--- src/rtl/ifu_fetch_ctrl_if.sv ---
// Fetch-unit bus bundle: AR/R instruction-memory channel, execute redirect and decode output.
// The master modport is the fetch unit; the slave modport is the surrounding memory/pipeline.
interface ifu_fetch_ctrl_if;
   logic [31:0] araddr;
   logic        arvalid;
   logic        arready;
   logic [31:0] rdata;
   logic [1:0]  rresp;
   logic        rvalid;
   logic        rready;
   logic        redirect_valid;
   logic [31:0] redirect_pc;
   logic        out_valid;
   logic        out_ready;
   logic [31:0] out_inst;
   logic [31:0] out_pc;
   logic        fetch_err;

   modport master (
      output araddr, arvalid, rready, out_valid, out_inst, out_pc, fetch_err,
      input  arready, rdata, rresp, rvalid, redirect_valid, redirect_pc, out_ready
   );

   modport slave (
      input  araddr, arvalid, rready, out_valid, out_inst, out_pc, fetch_err,
      output arready, rdata, rresp, rvalid, redirect_valid, redirect_pc, out_ready
   );
endinterface

--- src/rtl/ifu_fetch_ctrl.sv ---
// Multi-cycle instruction fetch: one outstanding AR/R read per instruction, redirect-aware.
// Optional macro IFU_MISALIGN_CHECK_EN: a misaligned redirect target raises fetch_err and halts.
module ifu_fetch_ctrl #(
   parameter logic [31:0] RESET_PC = 32'h8000_0000,
   parameter logic [31:0] PC_STEP  = 32'd4
) (
   input  logic                clk,
   input  logic                rst,
   ifu_fetch_ctrl_if.master    bus
);

   typedef enum logic [1:0] {S_ADDR, S_DATA, S_HOLD, S_HALT} state_t;

   state_t      state_q, state_d;
   logic [31:0] pc_q, pc_d;
   logic [31:0] inst_q, inst_d;
   logic [31:0] opc_q, opc_d;
   logic        err_q, err_d;
   logic        flush_q, flush_d;
   logic        redirect_bad;

`ifdef IFU_MISALIGN_CHECK_EN
   assign redirect_bad = bus.redirect_valid && (bus.redirect_pc[1:0] != 2'b00);
`else
   assign redirect_bad = 1'b0;
`endif

   always_ff @(posedge clk) begin
      if (rst) begin
         state_q <= S_ADDR;
         pc_q    <= RESET_PC;
         inst_q  <= 32'd0;
         opc_q   <= 32'd0;
         err_q   <= 1'b0;
         flush_q <= 1'b0;
      end else begin
         state_q <= state_d;
         pc_q    <= pc_d;
         inst_q  <= inst_d;
         opc_q   <= opc_d;
         err_q   <= err_d;
         flush_q <= flush_d;
      end
   end

   always_comb begin
      state_d = state_q;
      pc_d    = pc_q;
      inst_d  = inst_q;
      opc_d   = opc_q;
      err_d   = err_q;
      flush_d = flush_q;
      case (state_q)
         S_ADDR: begin
            if (bus.redirect_valid) begin
               pc_d = bus.redirect_pc;
               // The old address was accepted this cycle: its data must be thrown away.
               if (bus.arready) begin
                  flush_d = 1'b1;
                  state_d = S_DATA;
               end
            end else if (bus.arready) begin
               state_d = S_DATA;
            end
         end
         S_DATA: begin
            if (bus.redirect_valid) begin
               pc_d = bus.redirect_pc;
               if (bus.rvalid) begin
                  flush_d = 1'b0;
                  state_d = S_ADDR;
               end else begin
                  flush_d = 1'b1;
               end
            end else if (bus.rvalid) begin
               if (flush_q) begin
                  flush_d = 1'b0;
                  state_d = S_ADDR;
               end else if (bus.rresp != 2'b00) begin
                  err_d   = 1'b1;
                  state_d = S_HALT;
               end else begin
                  inst_d  = bus.rdata;
                  opc_d   = pc_q;
                  state_d = S_HOLD;
               end
            end
         end
         S_HOLD: begin
            // A redirect beats a simultaneous decode handshake, so no sequential step.
            if (bus.redirect_valid) begin
               pc_d    = bus.redirect_pc;
               state_d = S_ADDR;
            end else if (bus.out_ready) begin
               pc_d    = pc_q + PC_STEP;
               state_d = S_ADDR;
            end
         end
         default: begin
            state_d = S_HALT;
         end
      endcase
      if (redirect_bad && (state_q != S_HALT)) begin
         err_d   = 1'b1;
         flush_d = 1'b0;
         state_d = S_HALT;
      end
   end

   always_comb begin
      bus.araddr    = pc_q;
      bus.arvalid   = 1'b0;
      bus.rready    = 1'b0;
      bus.out_valid = 1'b0;
      bus.out_inst  = inst_q;
      bus.out_pc    = opc_q;
      bus.fetch_err = err_q;
      if (!rst) begin
         bus.arvalid   = (state_q == S_ADDR);
         bus.rready    = (state_q == S_DATA);
         bus.out_valid = (state_q == S_HOLD);
      end
   end

endmodule

--- src/flat_wrapper.sv ---
// flat-port wrapper written by rule: the top's interface ports become plain ports
module ifu_fetch_ctrl_flat 
#(
   parameter logic [31:0] RESET_PC = 32'h8000_0000,
   parameter logic [31:0] PC_STEP  = 32'd4
)
  (clk, rst, bus_araddr, bus_arvalid, bus_rready, bus_out_valid, bus_out_inst, bus_out_pc, bus_fetch_err, bus_arready, bus_rdata, bus_rresp, bus_rvalid, bus_redirect_valid, bus_redirect_pc, bus_out_ready);
  ifu_fetch_ctrl_if bus_i ();
  input  logic clk;
  input  logic rst;
  output wire logic [$bits(bus_i.araddr)-1:0] bus_araddr;
  output wire logic [$bits(bus_i.arvalid)-1:0] bus_arvalid;
  output wire logic [$bits(bus_i.rready)-1:0] bus_rready;
  output wire logic [$bits(bus_i.out_valid)-1:0] bus_out_valid;
  output wire logic [$bits(bus_i.out_inst)-1:0] bus_out_inst;
  output wire logic [$bits(bus_i.out_pc)-1:0] bus_out_pc;
  output wire logic [$bits(bus_i.fetch_err)-1:0] bus_fetch_err;
  input wire logic [$bits(bus_i.arready)-1:0] bus_arready;
  input wire logic [$bits(bus_i.rdata)-1:0] bus_rdata;
  input wire logic [$bits(bus_i.rresp)-1:0] bus_rresp;
  input wire logic [$bits(bus_i.rvalid)-1:0] bus_rvalid;
  input wire logic [$bits(bus_i.redirect_valid)-1:0] bus_redirect_valid;
  input wire logic [$bits(bus_i.redirect_pc)-1:0] bus_redirect_pc;
  input wire logic [$bits(bus_i.out_ready)-1:0] bus_out_ready;
  assign bus_araddr = bus_i.araddr;
  assign bus_arvalid = bus_i.arvalid;
  assign bus_rready = bus_i.rready;
  assign bus_out_valid = bus_i.out_valid;
  assign bus_out_inst = bus_i.out_inst;
  assign bus_out_pc = bus_i.out_pc;
  assign bus_fetch_err = bus_i.fetch_err;
  assign bus_i.arready = bus_arready;
  assign bus_i.rdata = bus_rdata;
  assign bus_i.rresp = bus_rresp;
  assign bus_i.rvalid = bus_rvalid;
  assign bus_i.redirect_valid = bus_redirect_valid;
  assign bus_i.redirect_pc = bus_redirect_pc;
  assign bus_i.out_ready = bus_out_ready;
  ifu_fetch_ctrl #(.RESET_PC(RESET_PC), .PC_STEP(PC_STEP)) u_core (.clk(clk), .rst(rst), .bus(bus_i));
endmodule
--- config.mk ---
export PLATFORM = sky130hd
export DESIGN_NAME = ifu_fetch_ctrl_flat
export DESIGN_NICKNAME = d
export VERILOG_FILES = /design/src/rtl/ifu_fetch_ctrl_if.sv /design/src/rtl/ifu_fetch_ctrl.sv /design/src/flat_wrapper.sv
export SDC_FILE = /design/constraint.sdc
export NUM_CORES = 1
export LEC_CHECK = 0
export ABC_CLOCK_PERIOD_IN_PS = 2500
export CORE_UTILIZATION = 41
export CTS_CLUSTER_SIZE = 8
export DETAILED_ROUTE_END_ITERATION = 16
export DONT_BUFFER_PORTS = 1
export PLACE_DENSITY_LB_ADDON = 0.25
export SETUP_SLACK_MARGIN = 0.02
export SLEW_MARGIN = 30
export SYNTH_ARGS = -nofsm -noshare
export SYNTH_HDL_FRONTEND = slang
export SYNTH_SLANG_ARGS = --single-unit
--- constraint.sdc ---
create_clock -name clk -period 2.5 [get_ports clk]
set_input_delay 0.375 -clock clk [delete_from_list [all_inputs] [get_ports clk]]
set_output_delay 0.375 -clock clk [all_outputs]
set_load 0.01 [all_outputs]
# After elaboration in Yosys (flattened, before gate mapping)
# Index checks and enable logic that the tools add are counted.
word_totals:
  register_bits: 100
  word_cells: 50
op_classes:
  n_addsub: 1
  n_eq_ne: 8
  muxes: 22
  bitwise: 3
  n_reduce_logical: 10
op_table:
  columns: ["operator", "count"]
  rows:
  - ["2-to-1 mux 32 bit", 3]
  - ["case mux 32 bit (2 select lines)", 1]
  - ["adder 32 x 3 -> 32 bit, second input constant", 1]
  - ["2-to-1 mux 2 bit", 7]
  - ["AND reduction 5 bit", 2]
  - ["2-to-1 mux 1 bit", 9]
  - ["inequality test 2 bit, second input constant", 3]
  - ["inequality test 3 bit, second input constant", 2]
  - ["case mux 2 bit (3 select lines)", 1]
  - ["AND reduction 3 bit", 2]
  - ["nonzero test 2 bit", 3]
  - ["AND reduction 4 bit", 1]
  - ["NOT 1 bit", 3]
  - ["== test 2 x 1 -> 1 bit, second input constant", 1]
  - ["== test 2 bit, second input constant", 1]
  - ["zero test 2 bit", 1]
  - ["inequality test 2 x 1 -> 1 bit, second input constant", 1]
  - ["case mux 1 bit (2 select lines)", 1]
  - ["OR reduction 2 bit", 1]

# Longest topological paths before layout
depth:
  word_depth: 6
  ltp_mapped: 8
  depth_no_buf: 6

# Worst setup path after synthesis
# OpenSTA, ideal clock, no wires.
synth_path:
  path_kind: "reg2reg"
  startpoint: "reg u_core.pc_q[2] (netlist: u_core.bus.araddr[2])"
  endpoint: "reg u_core.pc_q[26] (netlist: u_core.bus.araddr[26])"
  arrival_time_ns: 1.754
  t_required_ns: 2.385
  path_slack_ns: 0.631
  stages_incl_launch_ff: 7
  n_path_buf: 0
  path_cell_list: "dfxtp_1 ha_1 nand4_1 nor4_2 a31oi_1 o21a_1 o21a_1"
synth_between:
  elab_chain_len: 4
synth_lines:
  columns: ["item", "line", "text"]
  rows:
  - ["start: declaration", "ifu_fetch_ctrl.sv:15", "logic [31:0] pc_q, pc_d;"]
  - ["start signal: assignment", "ifu_fetch_ctrl.sv:38", "pc_q <= pc_d;"]
  - ["adder 32 x 3 -> 32 bit", "ifu_fetch_ctrl.sv:95", "pc_d = pc_q + PC_STEP;"]
  - ["2-to-1 mux 32 bit", "ifu_fetch_ctrl.sv:94", "end else if (bus.out_ready) begin"]
  - ["2-to-1 mux 32 bit", "ifu_fetch_ctrl.sv:91", "if (bus.redirect_valid) begin"]
  - ["case mux 32 bit (2 select lines)", "ifu_fetch_ctrl.sv:53", "case (state_q)"]
# No other way between the ends. The select of a mux whose other input is x is not followed.
# A chain may end at the register's enable or synchronous reset.

# Worst setup path after layout
layout_path:
  startpoint: "reg u_core.state_q[0]"
  endpoint: "reg u_core.pc_q[15] (netlist: u_core.bus.araddr[15])"
layout_between:
  elab_chain_len: 4
  word_cells_on_any_way: 9
layout_lines:
  columns: ["item", "line", "text"]
  rows:
  - ["start: declaration", "ifu_fetch_ctrl.sv:14", "state_t state_q, state_d;"]
  - ["start signal: assignment", "ifu_fetch_ctrl.sv:37", "state_q <= state_d;"]
  - ["== test 2 x 1 -> 1 bit or zero test 2 bit (tied branches)", "ifu_fetch_ctrl.sv:53", null]
  - ["OR reduction 2 bit (no line)", null, null]
  - ["inequality test 2 x 1 -> 1 bit (no line) or nonzero test 2 bit (tied branches)", null, null]
  - ["AND reduction 3 bit (no line)", null, null]
# Several ways; a longest one is shown, not always the timed one.

==> results.md <==
- Reg2reg end: u_core.bus.araddr[15]$_SDFFE_PP0P_
- Fin Setup TNS: 0 ns
- TritonRoute pass-1 iters: 5
- Unrepaired setup endpoints after global routing: false
- Crit path time final: 2.105 ns
- Setup CP Type: reg -> reg
- GRT overflow: 0
- Fmax: approximately 0.48 GHz
- Syn nets: between 600 and 700
- Leakage: 1.686 nW
- Multi-input logic area: about 2400 um^2
- CTS Buffer Depth: 2
- Clock tree sinks: 100
- Sequential fraction of design power: 0.529
- Final hold violations: 0
- Die footprint: ~12000 um^2
- Slew Limit Fails: 0
- Per-cell routed wire length: roughly 18 um
- Critical path origin: u_core.state_q[0]$_SDFFE_PP0P_
- Commonest non-fill, non-tap cell in the layout: nand2_1
- Register area share after synthesis: 0.4330
- Reg-to-reg startpoint: u_core.state_q[0]$_SDFFE_PP0P_
- Final WL: around 13000 um
- Reg2reg setup slack: 0.40 ns
- Endpoints failing setup: 0
- Power per cell area: ~650 nW/um^2
- Gpl congestion: around 0.85
- Comb pwr share: 0.059
- First-pass GRT wire length: 20580 um
- EDFF count, synth: 0
- Post-cts gate resize count: 0
- Num CTS Buffers: 9
- CP max-delay cell: or3b_2
- Buffers added on ports: 0
- Status: completed
- Root Driver: clkbuf_16
- I/O pin cnt: ~170
- Final period utilization: 0.8420
- Die height: around 110 um
- Final Cell Area: approximately 5000 um^2
- Initial Utilization: 0.4228
- Worst Path Required: approximately 2.8 ns
- Antenna violations before repair: 0
- Max-cap violations: 0
- Max stage delay on crit path: roughly 0.73 ns
- Vias: about 4300
- Worst Setup End Kind: flop
- Clock skew: approximately 0.0071 ns
- ANT cells: 0
- Setup Fix Bufs, Post-CTS: 0
- Sequential Area: about 2000 um^2
- Core Area: about 11000 um^2
- Sw Pwr: about 0.84 mW
- Pre-CTS worst setup slack: about 0.43 ns
- Post-Syn Instances: between 600 and 700
- Vias per inst: roughly 5.8
- Post-synth ARST share: 0
- Iteration-0 DRC Markers: 390
- Critical path fanouts, max: 20
- Pint: 2.403 mW
- Worst rel slew slack: 0.4714
- Number of filler cells placed in the layout: around 1100
- WP data arrival: ~2.4 ns
- Clock power share: 0.411
- Peak supply drop: 0.3462 mV
- Commonest cells after routing, fill and taps aside: nand2_1, dfxtp_1, a21oi_1
- Unique masters post-synth: 55
- Synth-to-Final Area Change: 8.552%
- Total Routing Usage GR: 0.2299
- Cell breakdown of the critical path: or3b_2 > buf_4 > o41ai_2 > nand2_1 > a21oi_1
- CP startpoint kind: flop
- Layout Nets: 666
- Row count: 38
- Share of cells above drive strength 1: 0.09197
- Post-Syn Area: 4623 um^2
- Seq cells post-synth: 100
- Worst-path clk slew: ~0.070 ns
- HP Class: in -> reg
- Main flop type after synthesis: dfxtp_1
- Worst Reg2Reg Path Length in Cells: 5
- Post-route setup slack: ~0.40 ns
- Slew @ Worst Pin: 0.7930 ns
- Synth Warn #: 0
- Hold_buf cts: 0
- Clk Latency, worst-skew pair: roughly 0.34 ns
- DRC violations left: 0
- Die span in x: ~110 um
- Sw Ratio: 0.2600
- Post-synthesis area per instance: around 7.6 um^2
- Antenna Violating Nets Remaining: 0
- Placement Cell Area: about 4700 um^2
- DP Wirelength: around 9500 um
- Largest net degree at the start of global routing: 100
- Htree depth: 3
- Number of global-route vias before repair: roughly 3800
- CTS tree: yes
- Util after Layout: 0.4589
- Critical path capture point: u_core.bus.araddr[15]$_SDFFE_PP0P_
[sequential cells by signal, summed over array words and instances, names as in the netlist]
name                  flops
u_core.state_q            2
u_core.flush_q            1
u_core.bus.araddr        32
u_core.bus.fetch_err      1
u_core.bus.out_pc        32
u_core.bus.out_inst      32
[area by class of cell]
cell class | instances | share of cell area
Multi-Input combinational cell | 454 | 0.4730
Clock inverter | 7 | 0.01172
Timing Repair Buffer | 21 | 0.03141
Sequential cell | 100 | 0.3989
Inverter | 7 | 0.005236
Tap cell | 140 | 0.03490
Clock buffer | 9 | 0.04488
[worst min-delay path by stage]
stage | from | to | slack (ns) | cells past startpoint
after CTS | rst | u_core.bus.out_inst[4]$_SDFFE_PP0P_ | 0.08 | 1
after detailed placement | rst | u_core.bus.out_inst[4]$_SDFFE_PP0P_ | 0.45 | 1
final | rst | u_core.bus.out_inst[4]$_SDFFE_PP0P_ | 0.10 | 1
after global placement | rst | u_core.bus.out_inst[5]$_SDFFE_PP0P_ | 0.45 | 1
after floorplan | u_core.bus.fetch_err$_SDFFE_PP0P_ | u_core.bus.fetch_err$_SDFFE_PP0P_ | 0.47 | 2
after global routing | rst | u_core.bus.out_inst[4]$_SDFFE_PP0P_ | 0.07 | 1
[kinds of logic (layout without fill, tap and decap cells)]
| family | Yosys count | in the layout | share of synthesized area |
|---|---|---|---|
| AO/OA/AOI/OAI | 162 | 162 | 0.2092 |
| AND/OR/NAND/NOR | 286 | 286 | 0.2890 |
| adder cells (fa/ha/maj) | 1 | 1 | 0.002706 |
| buffers and inverters | 54 | 44 | 0.05521 |
| flip-flops | 100 | 100 | 0.4330 |
| multiplexers | 5 | 5 | 0.01083 |
[per-layer routing]
layer | routed length, um | GRT usage
met1 | 5917 | 0.2997
met2 | 6139 | 0.3640
met4 | 161 | 0.06654
met5 | 0 | 0
met3 | 1272 | 0.07052
[power groups by stage]
stage | sequential (mW) | combinational [mW] | clock [mW]
detailed placement | 1.75 | 0.192 | 0
global placement | 1.75 | 0.187 | 0
finish | 1.72 | 0.193 | 1.34
floorplan | 1.73 | 0.168 | 0
global route | 1.73 | 0.216 | 1.44
CTS | 1.72 | 0.192 | 1.38
[worst max-delay path, delay by kind of cell (launching register included)]
family / cells / cell delay (ns)
flops: 1 / 0.45
buf+inv: 1 / 0.29
compound gates: 2 / 0.47
simple gates: 2 / 0.82
[stage by stage]
| step | total power [mW] | std cells | hold slack, ns |
|---|---|---|---|
| 5_1_grt | 3.386 | 738 | 0.07137 |
| 2_1_floorplan | 1.897 | 608 | 0.4696 |
| 6_report | 3.247 | 738 | 0.1012 |
| 3_3_place_gp | 1.939 | 722 | 0.4533 |
| 4_1_cts | 3.287 | 738 | 0.08354 |
| 3_5_place_dp | 1.946 | 722 | 0.4534 |
[Yosys cell counts (4+ instances only)]
| master | number | area, um^2 |
|---|---|---|
| nand2_1 | 173 | 649.4 |
| mux2i_1 | 5 | 50.05 |
| and2_1 | 4 | 25.02 |
| o22ai_1 | 5 | 31.28 |
| nand3_1 | 15 | 75.07 |
| and3_1 | 5 | 31.28 |
| and2_0 | 4 | 25.02 |
| nor2_1 | 35 | 131.4 |
| dfxtp_1 | 100 | 2002 |
| nand4_1 | 9 | 56.30 |
| buf_2 | 15 | 75.07 |
| clkbuf_1 | 25 | 93.84 |
| a22oi_1 | 4 | 30.03 |
| a21oi_1 | 93 | 465.5 |
| nor3_1 | 15 | 75.07 |
| nor4_1 | 4 | 25.02 |
| inv_1 | 7 | 26.28 |
| o21ai_0 | 21 | 105.1 |
| a31oi_1 | 6 | 37.54 |
Power figures use the tool's default switching activity.
